==> config.mk <==
export PLATFORM = sky130hd
export DESIGN_NAME = serial_rx_fifo
export DESIGN_NICKNAME = d
export VERILOG_FILES = /design/src/rtl/serial_rx_pkg.sv /design/src/rtl/hba_sync_fifo.sv /design/src/rtl/serial_rx_fifo.sv
export SDC_FILE = /design/constraint.sdc
export NUM_CORES = 1
export LEC_CHECK = 0
export ABC_AREA = 1
export CORE_UTILIZATION = 64
export DETAILED_ROUTE_END_ITERATION = 7
export GPL_TIMING_DRIVEN = 0
export PLACE_DENSITY = 0.84
export SLEW_MARGIN = 20
export SYNTH_ARGS = -nofsm -noshare
export SYNTH_HDL_FRONTEND = slang
export SYNTH_SLANG_ARGS = --single-unit
==> constraint.sdc <==
create_clock -name hba_clk -period 3.1 [get_ports hba_clk]
set_input_delay 0.62 -clock hba_clk [delete_from_list [all_inputs] [get_ports hba_clk]]
set_output_delay 0.62 -clock hba_clk [all_outputs]
set_load 0.02 [all_outputs]
==> src/rtl/serial_rx_pkg.sv <==
// Shared definitions for the serial receive path: frame width and receiver FSM encoding.
package serial_rx_pkg;

  localparam int DATA_BITS = 8;

  typedef enum logic [2:0] {
    WAIT_HIGH = 3'd0,
    IDLE      = 3'd1,
    START     = 3'd2,
    DATA      = 3'd3,
    STOP      = 3'd4
  } rx_state_e;

endpackage

==> src/rtl/hba_sync_fifo.sv <==
// Single-clock first-word-fall-through FIFO; head entry is presented whenever the FIFO is non-empty.
module hba_sync_fifo #(
  parameter int WIDTH = 8,
  parameter int DEPTH = 8
) (
  input  logic                     clk,
  input  logic                     rst_n,
  input  logic                     push,
  input  logic [WIDTH-1:0]         push_data,
  input  logic                     pop,
  output logic [WIDTH-1:0]         pop_data,
  output logic                     full,
  output logic                     empty,
  output logic [$clog2(DEPTH):0]   count
);

  localparam int PTR_W = $clog2(DEPTH);
  localparam logic [PTR_W:0] DEPTH_C = (PTR_W+1)'(DEPTH);

  logic [WIDTH-1:0] mem_q [DEPTH];
  logic [WIDTH-1:0] mem_d [DEPTH];
  logic [PTR_W-1:0] wr_ptr_q, wr_ptr_d;
  logic [PTR_W-1:0] rd_ptr_q, rd_ptr_d;
  logic [PTR_W:0]   count_q, count_d;
  logic             push_ok, pop_ok;

  assign empty = (count_q == '0);
  assign full  = (count_q == DEPTH_C);
  assign count = count_q;

  // A full FIFO still accepts a push when the head leaves in the same cycle.
  assign pop_ok  = pop & ~empty;
  assign push_ok = push & (~full | pop_ok);

  // Gated so the output reads zero rather than stale storage while empty.
  assign pop_data = empty ? '0 : mem_q[rd_ptr_q];

  always_comb begin
    mem_d    = mem_q;
    wr_ptr_d = wr_ptr_q;
    rd_ptr_d = rd_ptr_q;
    count_d  = count_q;
    if (push_ok) begin
      mem_d[wr_ptr_q] = push_data;
      wr_ptr_d        = wr_ptr_q + PTR_W'(1);
    end
    if (pop_ok) begin
      rd_ptr_d = rd_ptr_q + PTR_W'(1);
    end
    unique case ({push_ok, pop_ok})
      2'b10:   count_d = count_q + (PTR_W+1)'(1);
      2'b01:   count_d = count_q - (PTR_W+1)'(1);
      default: count_d = count_q;
    endcase
  end

  always_ff @(posedge clk) begin
    if (!rst_n) begin
      wr_ptr_q <= '0;
      rd_ptr_q <= '0;
      count_q  <= '0;
    end else begin
      wr_ptr_q <= wr_ptr_d;
      rd_ptr_q <= rd_ptr_d;
      count_q  <= count_d;
    end
  end

  always_ff @(posedge clk) begin
    mem_q <= mem_d;
  end

endmodule

==> src/rtl/serial_rx_fifo.sv <==
// UART 8N1 receive front end: rxd synchroniser, mid-bit sampling framer, byte FIFO and sticky errors.
//
// state     | meaning
// WAIT_HIGH | line must return high before a start bit is accepted
// IDLE      | line idle high, watching for a falling edge
// START     | timing to start-bit centre to reject glitches
// DATA      | sampling 8 data bits at bit centres, LSB first
// STOP      | sampling the stop bit; high pushes the byte, low flags a framing error
module serial_rx_fifo
  import serial_rx_pkg::*;
#(
  parameter int CLK_FREQUENCY = 50_000_000,
  parameter int BAUD          = 115_200,
  parameter int FIFO_DEPTH    = 8
) (
  input  logic                          hba_clk,
  input  logic                          hba_reset,
  input  logic                          rxd,
  output logic [7:0]                    rx_data,
  output logic                          rx_valid,
  input  logic                          rx_ready,
  output logic [$clog2(FIFO_DEPTH):0]   fifo_count,
  input  logic                          err_clr,
  output logic                          frame_err,
  output logic                          overrun
);

  localparam int CLKS_PER_BIT = CLK_FREQUENCY / BAUD;
  localparam int HALF_BIT     = CLKS_PER_BIT / 2;
  localparam int BAUD_W       = $clog2(CLKS_PER_BIT + 1);
  localparam logic [BAUD_W-1:0] FULL_M1 = BAUD_W'(CLKS_PER_BIT - 1);
  localparam logic [BAUD_W-1:0] HALF_M1 = BAUD_W'(HALF_BIT - 1);
  localparam logic [2:0]        LAST_BIT = 3'(DATA_BITS - 1);

  rx_state_e           state_q, state_d;
  logic [1:0]          sync_q, sync_d;
  logic [BAUD_W-1:0]   baud_q, baud_d;
  logic [2:0]          bit_q, bit_d;
  logic [7:0]          shift_q, shift_d;
  logic                frame_err_q, frame_err_d;
  logic                overrun_q, overrun_d;

  logic                rxd_s;
  logic                fifo_push;
  logic                frame_set;
  logic                overrun_set;
  logic                fifo_full;
  logic                fifo_empty;

  assign sync_d = {sync_q[0], rxd};
  assign rxd_s  = sync_q[1];

  always_comb begin
    state_d   = state_q;
    baud_d    = baud_q + BAUD_W'(1);
    bit_d     = bit_q;
    shift_d   = shift_q;
    fifo_push = 1'b0;
    frame_set = 1'b0;
    unique case (state_q)
      WAIT_HIGH: begin
        baud_d = '0;
        if (rxd_s) state_d = IDLE;
      end
      IDLE: begin
        baud_d = '0;
        if (!rxd_s) state_d = START;
      end
      START: begin
        if (baud_q == HALF_M1) begin
          baud_d  = '0;
          bit_d   = '0;
          state_d = rxd_s ? IDLE : DATA;
        end
      end
      DATA: begin
        if (baud_q == FULL_M1) begin
          baud_d  = '0;
          shift_d = {rxd_s, shift_q[7:1]};
          if (bit_q == LAST_BIT) state_d = STOP;
          else                   bit_d   = bit_q + 3'd1;
        end
      end
      STOP: begin
        if (baud_q == FULL_M1) begin
          baud_d = '0;
          if (rxd_s) begin
            fifo_push = 1'b1;
            state_d   = IDLE;
          end else begin
            frame_set = 1'b1;
            state_d   = WAIT_HIGH;
          end
        end
      end
      default: begin
        baud_d  = '0;
        state_d = WAIT_HIGH;
      end
    endcase
  end

  // Overrun only when the byte is really lost, i.e. no pop frees a slot this cycle.
  assign overrun_set = fifo_push & fifo_full & ~(rx_ready & ~fifo_empty);

  // A new error outranks a simultaneous clear so no event goes unreported.
  always_comb begin
    frame_err_d = frame_set   | (frame_err_q & ~err_clr);
    overrun_d   = overrun_set | (overrun_q   & ~err_clr);
  end

  always_ff @(posedge hba_clk) begin
    if (!hba_reset) begin
      state_q     <= WAIT_HIGH;
      sync_q      <= 2'b11;
      baud_q      <= '0;
      bit_q       <= '0;
      shift_q     <= '0;
      frame_err_q <= 1'b0;
      overrun_q   <= 1'b0;
    end else begin
      state_q     <= state_d;
      sync_q      <= sync_d;
      baud_q      <= baud_d;
      bit_q       <= bit_d;
      shift_q     <= shift_d;
      frame_err_q <= frame_err_d;
      overrun_q   <= overrun_d;
    end
  end

  hba_sync_fifo #(
    .WIDTH (DATA_BITS),
    .DEPTH (FIFO_DEPTH)
  ) u_fifo (
    .clk       (hba_clk),
    .rst_n     (hba_reset),
    .push      (fifo_push),
    .push_data (shift_q),
    .pop       (rx_ready),
    .pop_data  (rx_data),
    .full      (fifo_full),
    .empty     (fifo_empty),
    .count     (fifo_count)
  );

  assign rx_valid  = ~fifo_empty;
  assign frame_err = frame_err_q;
  assign overrun   = overrun_q;

endmodule

Yosys cells after proc, flatten, opt, wreduce, memory -nomap -nowiden
Cells that the tools add are included.

operators by class
  equality and inequality tests = 17
  multiplexer cells = 30
  bitwise gates (word level) = 15
  reductions and logical operators = 9
  magnitude comparators = 3
  add/sub/neg operators = 6

operator list
  kind                 count
  $bwmux 64            1
  $mux 8               4
  $mux 3               9
  $bmux 8 s3           1
  $demux 8 s3          1
  $mux 9               2
  $pmux 9 s2           1
  $pmux 3 s5           1
  $ne 2x2->1 const B   7
  $add 3x1->3 const B  3
  $add 9x1->9 const B  1
  $eq 9x8->1 const B   1
  $eq 9x9->1 const B   1
  $ge 4x4->1 const B   2
  $not 3->4            2
  $pmux 4 s2           1
  $mux 1               7
  $and 1x1->1          6
  $eq 3x2->1 const B   2
  $eq 3x3->1 const B   2
  $pmux 3 s2           1
  $reduce_and 6->1     1
  $add 4x1->4 const B  1
  $eq 4x4->1 const B   1
  other kinds (15)     21

storage, ports and cells
  bits in registers = 101
  output and inout bits = 15
  bits of input ports = 5

Logic depth before layout (Yosys ltp)
Gate-level depths: netlist (run 1).

  depth after elaboration = 7
  gate-level depth with buffers = 14

Modules after synthesis
A second synthesis (run 1) with hierarchy kept.

unflattened totals
  cells, all modules = 460
  area, all modules = 4453.0 um^2

modules (own cells, without submodules)
  module          area each (um^2)  instances  cells an instance  seq. area each (um^2)
  hba_sync_fifo   3105.5            1          279                2122.0
  serial_rx_fifo  1347.5            1          181                540.5

Worst setup path after synthesis (run 1)
Ideal clock, no wire load.

  path type = reg-to-reg
  from = reg u_fifo.count_q[0], in the netlist u_fifo.count[0]
  to = reg u_fifo.count_q[2], in the netlist u_fifo.count[2]
  data required time = 2.985 ns
  setup time = 0.115 ns
  path slack = 0.951 ns
  stages on the path, launching flop included = 14
  clock period less this slack = 2.149 ns
  arrival time = 2.034 ns
  cell sequence = dfxtp_1 inv_1 nand2_1 nor2_1 nand2_2 nand2_1 inv_1 ha_1 xor2_1 ha_1 a21oi_1 xnor2_1 o21ai_0 inv_1

between the ends
  cells in the longest elaborated chain, start to end = 7
  elaborated cells on any way between the ends = 13
  those cells by class = 2 x add/sub; 3 x eq/ne; 1 x mux; 5 x bitwise; 2 x reduce/logical

RTL lines
  what                                                    line                  text
  from (decl)                                             hba_sync_fifo.sv:24   logic [PTR_W:0] count_q, count_d;
  from (signal assigned)                                  hba_sync_fifo.sv:65   count_q <= count_d;
  $logic_not 4->1 (*)                                     hba_sync_fifo.sv:27   assign empty = (count_q == '0);
  $not 1->1 (*)                                           -
  net rx_valid                                            serial_rx_fifo.sv:20  output logic rx_valid,
  $and 1x1->1 (*)                                         hba_sync_fifo.sv:32   assign pop_ok = pop & ~empty;
  net u_fifo.pop_ok                                       hba_sync_fifo.sv:25   logic push_ok, pop_ok;
  $or 1x1->1                                              hba_sync_fifo.sv:33   assign push_ok = push & (~full | pop_ok);
  $and 1x1->1                                             hba_sync_fifo.sv:33
  $eq 2x1->1 / $eq 2x2->1 (equally long branches)         hba_sync_fifo.sv:50   unique case ({push_ok, pop_ok})
  $pmux 4 s2 / $reduce_bool 2->1 (equally long branches)  -

Mark *: on every way through the listed nets, which the timed path passes. The rest lies on a longest branch.
A chain may end at the register's enable or synchronous reset.

Worst setup path in the final report (run 1)
  from = reg u_fifo.rd_ptr_q[1]
  to = out rx_data[2]

between the ends
  cells in the longest elaborated chain, start to end = 5

RTL lines
  what                                        line                  text
  from (decl)                                 hba_sync_fifo.sv:23   logic [PTR_W-1:0] rd_ptr_q, rd_ptr_d;
  from (signal assigned)                      hba_sync_fifo.sv:64   rd_ptr_q <= rd_ptr_d;
  $not 3->4 (implied by the code)             hba_sync_fifo.sv:36   assign pop_data = empty ? '0 : mem_q[rd_ptr_q];
  $bmux 8 s3                                  hba_sync_fifo.sv:36
  $mux 8 (implied by the code) (2 in series)  hba_sync_fifo.sv:36
  $mux 8                                      hba_sync_fifo.sv:36
  to (decl)                                   serial_rx_fifo.sv:19  output logic [7:0] rx_data,

Every way passes these cells. The select of a mux whose other input is x is not followed.

==> results of run 1 <==
## cell usage after synthesis
| master | n |
|---|---|
| nor2_4 | 1 |
| nor2_1 | 97 |
| xnor2_1 | 3 |
| nor3b_1 | 2 |
| ha_1 | 10 |
| clkbuf_1 | 10 |
| buf_2 | 4 |
| inv_2 | 3 |
| nand4_1 | 3 |
| o32ai_1 | 8 |
| xor2_1 | 5 |
| nand2_2 | 8 |
| edfxtp_1 | 64 |
| nand4_2 | 1 |
| clkinv_1 | 1 |
| a31oi_1 | 1 |
| a21oi_1 | 24 |
| or2_2 | 2 |
| nand2_1 | 50 |
| nor3_1 | 10 |
| dfxtp_1 | 37 |
| o21ai_0 | 49 |
| nand3_1 | 23 |
| inv_1 | 33 |
## timing repair
item,in CTS,in global routing
pin swaps,0,0
endpoints found under the setup margin,4,7
gates resized for setup,5,12
gates cloned,0,0
## report_power, final
part | switching, mW | internal [mW]
logic | 0.886 | 0.556
registers | 0.0692 | 1.47
clock network | 0.426 | 0.395
## metrics by stage
stage               hold slack, ns  worst slack, ns  instance area, sq um
floorplan                    0.393            0.951                  4330
global placement             0.409           0.0890                  4620
detailed placement           0.408            0.174                  4650
CTS                          0.430           0.0204                  4850
global route                 0.447           0.0736                  4870
finish                       0.426            0.149                  4870
## final cells by class
type	count	share of cell area
Sequential cell	101	0.547
Multi-Input combinational cell	297	0.311
Timing Repair Buffer	19	0.0390
Clock buffer	12	0.0298
Inverter	37	0.0285
Tap cell	77	0.0198
Buffer	14	0.0152
Clock inverter	4	0.0100
## cells by family after synthesis
kind of cell               Yosys count
adders and majority gates           10
AOI/OAI and AO/OA                   82
xor gates and xnor gates             8
buffers and inverters               51
DFF                                101
and+or+nand+nor                    197
## worst register-to-register path, delay by kind of cell (launching register included)
| kind | cells | cell delay (ns) |
|---|---|---|
| adder cells (fa/ha/maj) | 3 | 0.62 |
| AND/OR/NAND/NOR | 5 | 0.60 |
| flip-flops | 1 | 0.41 |
| AO/OA/AOI/OAI | 2 | 0.31 |
| XOR/XNOR | 2 | 0.27 |
| buffers and inverters | 1 | 0.05 |
## metal layers
layer	wire (um)	part of all wire	global-route usage
met5	0	0	0
met4	233	0.026	0.139
met3	565	0.062	0.0383
met2	4460	0.49	0.454
met1	3790	0.42	0.351
## sequential cells by signal (all words and copies together) (netlist names), 3 cells and up
signal,cells
u_fifo.mem_q,64
baud_q,9
shift_q,8
u_fifo.count,4
bit_q,3
state_q,3
u_fifo.rd_ptr_q,3
u_fifo.wr_ptr_q,3
## worst max-delay path by stage
stage,slack (ns),endpoint,cells after the start,startpoint
final,0.15,rx_data[2],6,u_fifo.rd_ptr_q[1]
after global routing,0.07,rx_data[2],6,u_fifo.rd_ptr_q[1]
after CTS,0.02,rx_data[2],7,u_fifo.rd_ptr_q[0]
after detailed placement,0.17,u_fifo.mem_q[46],7,rx_ready
after global placement,0.09,u_fifo.mem_q[4],7,rx_ready
after floorplan,0.95,u_fifo.count[2],13,u_fifo.count[0]
==> metrics.md, run 1 <==
| Metric | Value |
|---|---|
| Outcome | complete, but fails checks |
| Violated checks | DRC |
| Initial antenna violation count | 0 |
| Delay of the slowest cell on the worst path | 0.62 ns |
| Rows | 29 |
| I/O Pins | 20 |
| Dpl hpwl | 6260 um |
| Post-synthesis adder-cell area fraction | 0.0289 |
| Worst clock skew | 0.0123 ns |
| Ys Warns | 0 |
| Simple logic cell fraction of the synthesized area | 0.193 |
| Post-synthesis xor/xnor area fraction | 0.0162 |
| Die Ht | 84.3 um |
| DRT iter0 DRCs | 389 |
| Hold buffer count at cts | 0 |
| Post-Route WL | 9050 um |
| Slew Viols, Final | 0 |
| Wirelength per Cell | roughly 16 um |
| Pwr dens | 780 nW/um^2 |
| Synth top area cells | edfxtp_1, dfxtp_1, nor2_1, o21ai_0, nand2_1 |
| Commonest non-fill, non-tap cell in the layout | nor2_1 |
| Syn Inst Count | 449 |
| TritonCTS clock tree | built |
| Vias in the first global route | 3180 |
| Least-Margin Pin Slew | 0.782 ns |
| Layout net count | 494 |
| Gpl congestion | 0.835 |
| Max transition margin | 0.476 |
| Worst reg2reg endpoint | u_fifo.count[2] |
| Largest net degree at the start of global routing | 17 |
| Sequential area share after synthesis | 0.614 |
| CTS Buf Count | 9 |
| Crit-path leading delay family | buffers and inverters |
| Overflow after GRT | 0 |
| Synth cell types | 24 |
| Max-cap violations | 0 |
| Post-Syn Nets | 464 |
| DRC Markers | 2 |
| Largest family of logic cells by synthesized area | simple AND/OR/NAND/NOR gates |
| Buffers & Inverters on Critical Path | 2 |
| Port-buffer cells | 19 |
| Type of origin of the critical path | flop |
| Leak | 1.80 nW |
| Period utilization | 0.952 |
| Max VDD drop | 514 uV |
| Area occupied by multi-input gates | 1510 sq um |
| Core Footprint | between 6000 and 7000 sq um |
| Htree depth | 3 |
| Placed cells | 545 |
| Clock Sinks | 101 |
| Worst min path class | reg -> reg |
| Area occupied by registers | between 2000 and 3000 sq um |
| Overall Global Routing Usage | 0.272 |
| FF-to-FF path depth | 13 |
| Mux cell area share after synthesis | 0 |
| Commonest cells after routing, fill and taps aside | nor2_1, edfxtp_1, nand2_1 |
| Critical Path End Type | primary output |
| Final setup vio count | 0 |
| Yosys top cell area share | 0.444 |
| Area leader, netlist | edfxtp_1 |
| CTS max path bufs | 2 |
| Clock Latency Late Sink | between 0.3 and 0.4 ns |
| Clock root cell | clkbuf_8 |
| Critical path class | reg -> out |
| Clk slew on worst S/H paths | 0.09 ns |
| Data arrival, critical path | 2.33 ns |
| Post-route ant nets | 0 |
| Final Hold Fails | 0 |
| Critical-path maximum fanout | 10 |
| Hold endpoint | sync_q[1] |
| Syn Area/Cell | 9.65 sq um |
| R2r setup slk | 0.73 ns |
| # fillers | 437 |
| Initial Util | 0.671 |
| Vias | 3250 |
| Critical path required time | 2.48 ns |
| CP max-delay cell | clkdlybuf4s50_1 |
| Final setup TNS | 0 ns |
| Area grow syn2layout | 12.4% |
| Global-route wire length before repair | ~15000 um |
| RSZ-0062 raised after global routing | false |
| F_max | 0.339 GHz |
| Setup bufs post-CTS | 0 |
| Syn Std Cell Area | 4330 sq um |
| Ant. Diodes | 0 |
| Vias per cell | 5.79 |
| Layout cells sized above 1 | 0.105 |
| Final Util | 0.754 |
| Cell Chain, Critical Path | clkbuf_2 -> o21ai_0 -> o21ai_0 -> o21ai_0 -> nor2_1 -> clkdlybuf4s50_1 |
| Die Area | 7100 sq um |
| Flops & latches, synth | 101 |
| Fin crit period | 2.95 ns |
| Final Power | 3.80 mW |
| Hold Startpoint | sync_q[0] |
| Final std cells w/o fill | 561 |
| Width of the chip | about 84 um |
| Most frequent CP cell | o21ai_0 |
| 1st-pass router iterations | 8 |
| WHS Path Cells | 1 |
| Worst R2R Start | baud_q[0] |
| Post-synthesis compound-gate area fraction | 0.102 |
(Power assumes the default switching activity.)
==> run 2: changes to the inputs <==
--- a/config.mk
+++ b/config.mk
@@ -6,6 +6,8 @@
 export NUM_CORES = 1
 export LEC_CHECK = 0
 export ABC_AREA = 1
+export CAP_MARGIN = 20
+export CORE_ASPECT_RATIO = 0.6
 export CORE_UTILIZATION = 64
 export DETAILED_ROUTE_END_ITERATION = 7
 export GPL_TIMING_DRIVEN = 0
==> run 2 against run 1 <==
  * The flow now finishes without violations
  * Largest cell class unchanged
  * Via count is 6.4% higher
  * Critical path depth is 1 higher
  * Cell count is 1.2% higher
  * Clock power is 36% higher
  * Highest routed layer unchanged
  * Clock skew is 0.0015 ns lower
==> metrics.md, run 2 (synthesis gave the netlist of run 1 again) <==
| Metric | Value |
|---|---|
| Delay of the slowest cell on the worst path | 0.54 ns (was 0.62 ns) |
| Worst reg2reg endpoint | u_fifo.count[2] (unchanged) |
| Least-Margin Pin Slew | 0.843 ns (was 0.782 ns) |
| R2r setup slk | 0.55 ns (was 0.73 ns) |
| Critical path required time | 2.48 ns (about the same) |
| Dpl hpwl | 6910 um (was 6260 um) |
| Die Area | 7110 sq um (was 7100 sq um) |
| Width of the chip | 108 um (was 84.3 um) |
| Reg power frac | 0.370 (was 0.405) |
| Gpl congestion | 0.950 (was 0.835) |
| Clk slew on worst S/H paths | 0.07 ns (was 0.09 ns) |
| Final std cells w/o fill | 568 (was 561) |
| Cell Chain, Critical Path | inv_1 -> clkbuf_2 -> o21ai_0 -> o21ai_0 -> o21ai_0 -> nor2_1 -> clkdlybuf4s50_1 (was clkbuf_2 -> o21ai_0 -> o21ai_0 -> o21ai_0 -> nor2_1 -> clkdlybuf4s50_1) |
| Clock power share | 0.270 (was 0.216) |
| Net Sw Frac | 0.376 (was 0.363) |
| Commonest cells after routing, fill and taps aside | nor2_1, edfxtp_1, nand2_1 (unchanged) |
| DRT iter0 DRCs | 399 (was 389) |
| RSZ-0062 raised after global routing | false (unchanged) |
| Final Hold Fails | 0 (unchanged) |
| Max-cap violations | 0 (unchanged) |
| Overflow after GRT | 0 (unchanged) |
| F_max | 0.333 GHz (was 0.339 GHz) |
| Hold endpoint | sync_q[1] (unchanged) |
| Commonest non-fill, non-tap cell in the layout | nor2_1 (unchanged) |
| Clock Latency Late Sink | 0.36 ns (was 0.37 ns) |
| Area occupied by multi-input gates | 1510 sq um (unchanged) |
| Hold buffer count at cts | 0 (unchanged) |
| Hold Startpoint | sync_q[0] (unchanged) |
| Overall Global Routing Usage | 0.316 (was 0.272) |
| Rows | 22 (was 29) |
| Clock root cell | clkbuf_16 (was clkbuf_8) |
| Register bank with the most flops | u_fifo.mem_q (unchanged) |
| Data arrival, critical path | 2.38 ns (was 2.33 ns) |
| Most frequent CP cell | o21ai_0 (unchanged) |
| Clock Sinks | 101 (unchanged) |
| I/O Pins | 20 (unchanged) |
| Internal | 2.59 mW (was 2.42 mW) |
| Outcome | finished, final reports clean (was complete, but fails checks) |
| Layout cells sized above 1 | 0.105 (unchanged) |
| Comb power frac | 0.359 (was 0.380) |
| Area occupied by registers | 2660 sq um (was 2670 sq um) |
| Ant. Diodes | 0 (unchanged) |
| TritonCTS clock tree | built (unchanged) |
| Crit-path leading delay family | buffers and inverters (unchanged) |
| # fillers | 425 (was 437) |
| Critical-path maximum fanout | 10 (unchanged) |
| Worst R2R Start | state_q[0] (was baud_q[0]) |
| Final Power | 4.15 mW (was 3.80 mW) |
| Post-route ant nets | 0 (unchanged) |
| Vias | 3457 (was 3250) |
| Leak | 1.86 nW (was 1.80 nW) |
| Layout net count | 494 (unchanged) |
| NetSw | 1.56 mW (was 1.38 mW) |
| Port-buffer cells | 19 (unchanged) |
| WHS Path Cells | 1 (unchanged) |
| Biggest regs | u_fifo.mem_q: 64 flops, baud_q: 9 flops, shift_q: 8 flops (unchanged) |
| Critical Path End Type | primary output (unchanged) |
| Vias in the first global route | 3219 (was 3180) |
| Die Ht | 65.7 um (was 84.3 um) |
| Initial Util | 0.684 (was 0.671) |
| Max VDD drop | 760 uV (was 514 uV) |
| Worst min path class | reg -> reg (unchanged) |
| Type of origin of the critical path | flop (unchanged) |
| Global-route wire length before repair | 16100 um (was 14600 um) |
| Vias per cell | 6.09 (was 5.79) |
| Htree depth | 3 (unchanged) |
| Placed cells | 552 (was 545) |
| Wirelength per Cell | 17.7 um (was 16.1 um) |
| Core Footprint | 6330 sq um (was 6460 sq um) |
| CP max-delay cell | clkdlybuf4s50_1 (unchanged) |
| Largest net degree at the start of global routing | 21 (was 17) |
| Pwr dens | 833 nW/um^2 (was 780 nW/um^2) |
| FF-to-FF path depth | 13 (unchanged) |
| CTS Buf Count | 9 (unchanged) |
| 1st-pass router iterations | 6 (was 8) |
| Final setup vio count | 0 (unchanged) |
| CTS max path bufs | 2 (unchanged) |
| DRC Markers | 0 (was 2) |
| Period utilization | 0.969 (was 0.952) |
| Worst clock skew | 0.0108 ns (was 0.0123 ns) |
| Area grow syn2layout | 15.1% (was 12.4%) |
| Min Hold Slack | 0.423 ns (was 0.426 ns) |
| Max transition margin | 0.435 (was 0.476) |
| Max reg flops | 64 (unchanged) |
| Critical path class | reg -> out (unchanged) |
| Buffers & Inverters on Critical Path | 3 (was 2) |
| Post-Route WL | 10000 um (was 9050 um) |
| Initial antenna violation count | 0 (unchanged) |
| Fin crit period | 3.00 ns (was 2.95 ns) |
| Slew Viols, Final | 0 (unchanged) |
## run 2: layout make-up
cell class | instances | share of cell area
tap | 84 | 0.0211
clock inverter | 7 | 0.0153
inverter | 37 | 0.0278
clock buffer | 9 | 0.0452
sequential | 101 | 0.534
timing repair buffer | 19 | 0.0386
multi-input combinational | 297 | 0.304
buffer | 14 | 0.0143
## run 2: how the worst max path moves through the flow
| stage | start | end | depth (start not counted) |
|---|---|---|---|
| 2_1_floorplan | u_fifo.count[0] | u_fifo.count[2] | 13 |
| 3_3_place_gp | rx_ready | u_fifo.mem_q[59] | 7 |
| 3_5_place_dp | rx_ready | u_fifo.mem_q[29] | 7 |
| 4_1_cts | u_fifo.rd_ptr_q[1] | rx_data[6] | 6 |
| 5_1_grt | u_fifo.rd_ptr_q[1] | rx_data[0] | 6 |
| 6_report | u_fifo.rd_ptr_q[0] | rx_data[6] | 7 |
## run 2: power by group through the flow
stage	Clock (mW)	Combinational [mW]	Sequential, mW
2_1_floorplan	0	0.916	1.57
6_report	1.12	1.49	1.54
4_1_cts	1.12	1.46	1.53
5_1_grt	1.18	1.64	1.55
3_5_place_dp	0	1.44	1.56
3_3_place_gp	0	1.36	1.56
## run 2: repair_timing
action,in CTS,in global routing
gates resized for setup,4,10
setup buffers,0,0
setup endpoints to repair,5,6
## run 2: worst register-to-register path: stages, from the launching register on
cell and delay, ns:
dfxtp_1 0.35, inv_1 0.13, nand3_1 0.15, nor2_1 0.21, inv_1 0.11, nor2_1 0.14
nand2_1 0.16, ha_1 0.28, xor2_1 0.18, ha_1 0.20, a21oi_1 0.16, xnor2_1 0.12
o21ai_0 0.18, inv_1 0.07
## run 2: metal layers
layer  track usage  up-vias  wire (um)
met5             0        -          0
met4         0.113        0        207
met3        0.0873       25       1150
met2         0.478      231       4470
met1         0.441     1612       4230
li1              -     1589          -
## run 2: per-stage QoR
stage	setup WS [ns]	cell area, sq um	TNS, ns	util
floorplan	0.951	4330	0	-
global placement	-0.0325	4630	-0.255	0.731
detailed placement	0.0541	4650	0	0.735
CTS	0.0177	4960	0	0.783
global route	0.0184	4990	0	0.788
finish	0.0962	4990	0	0.788
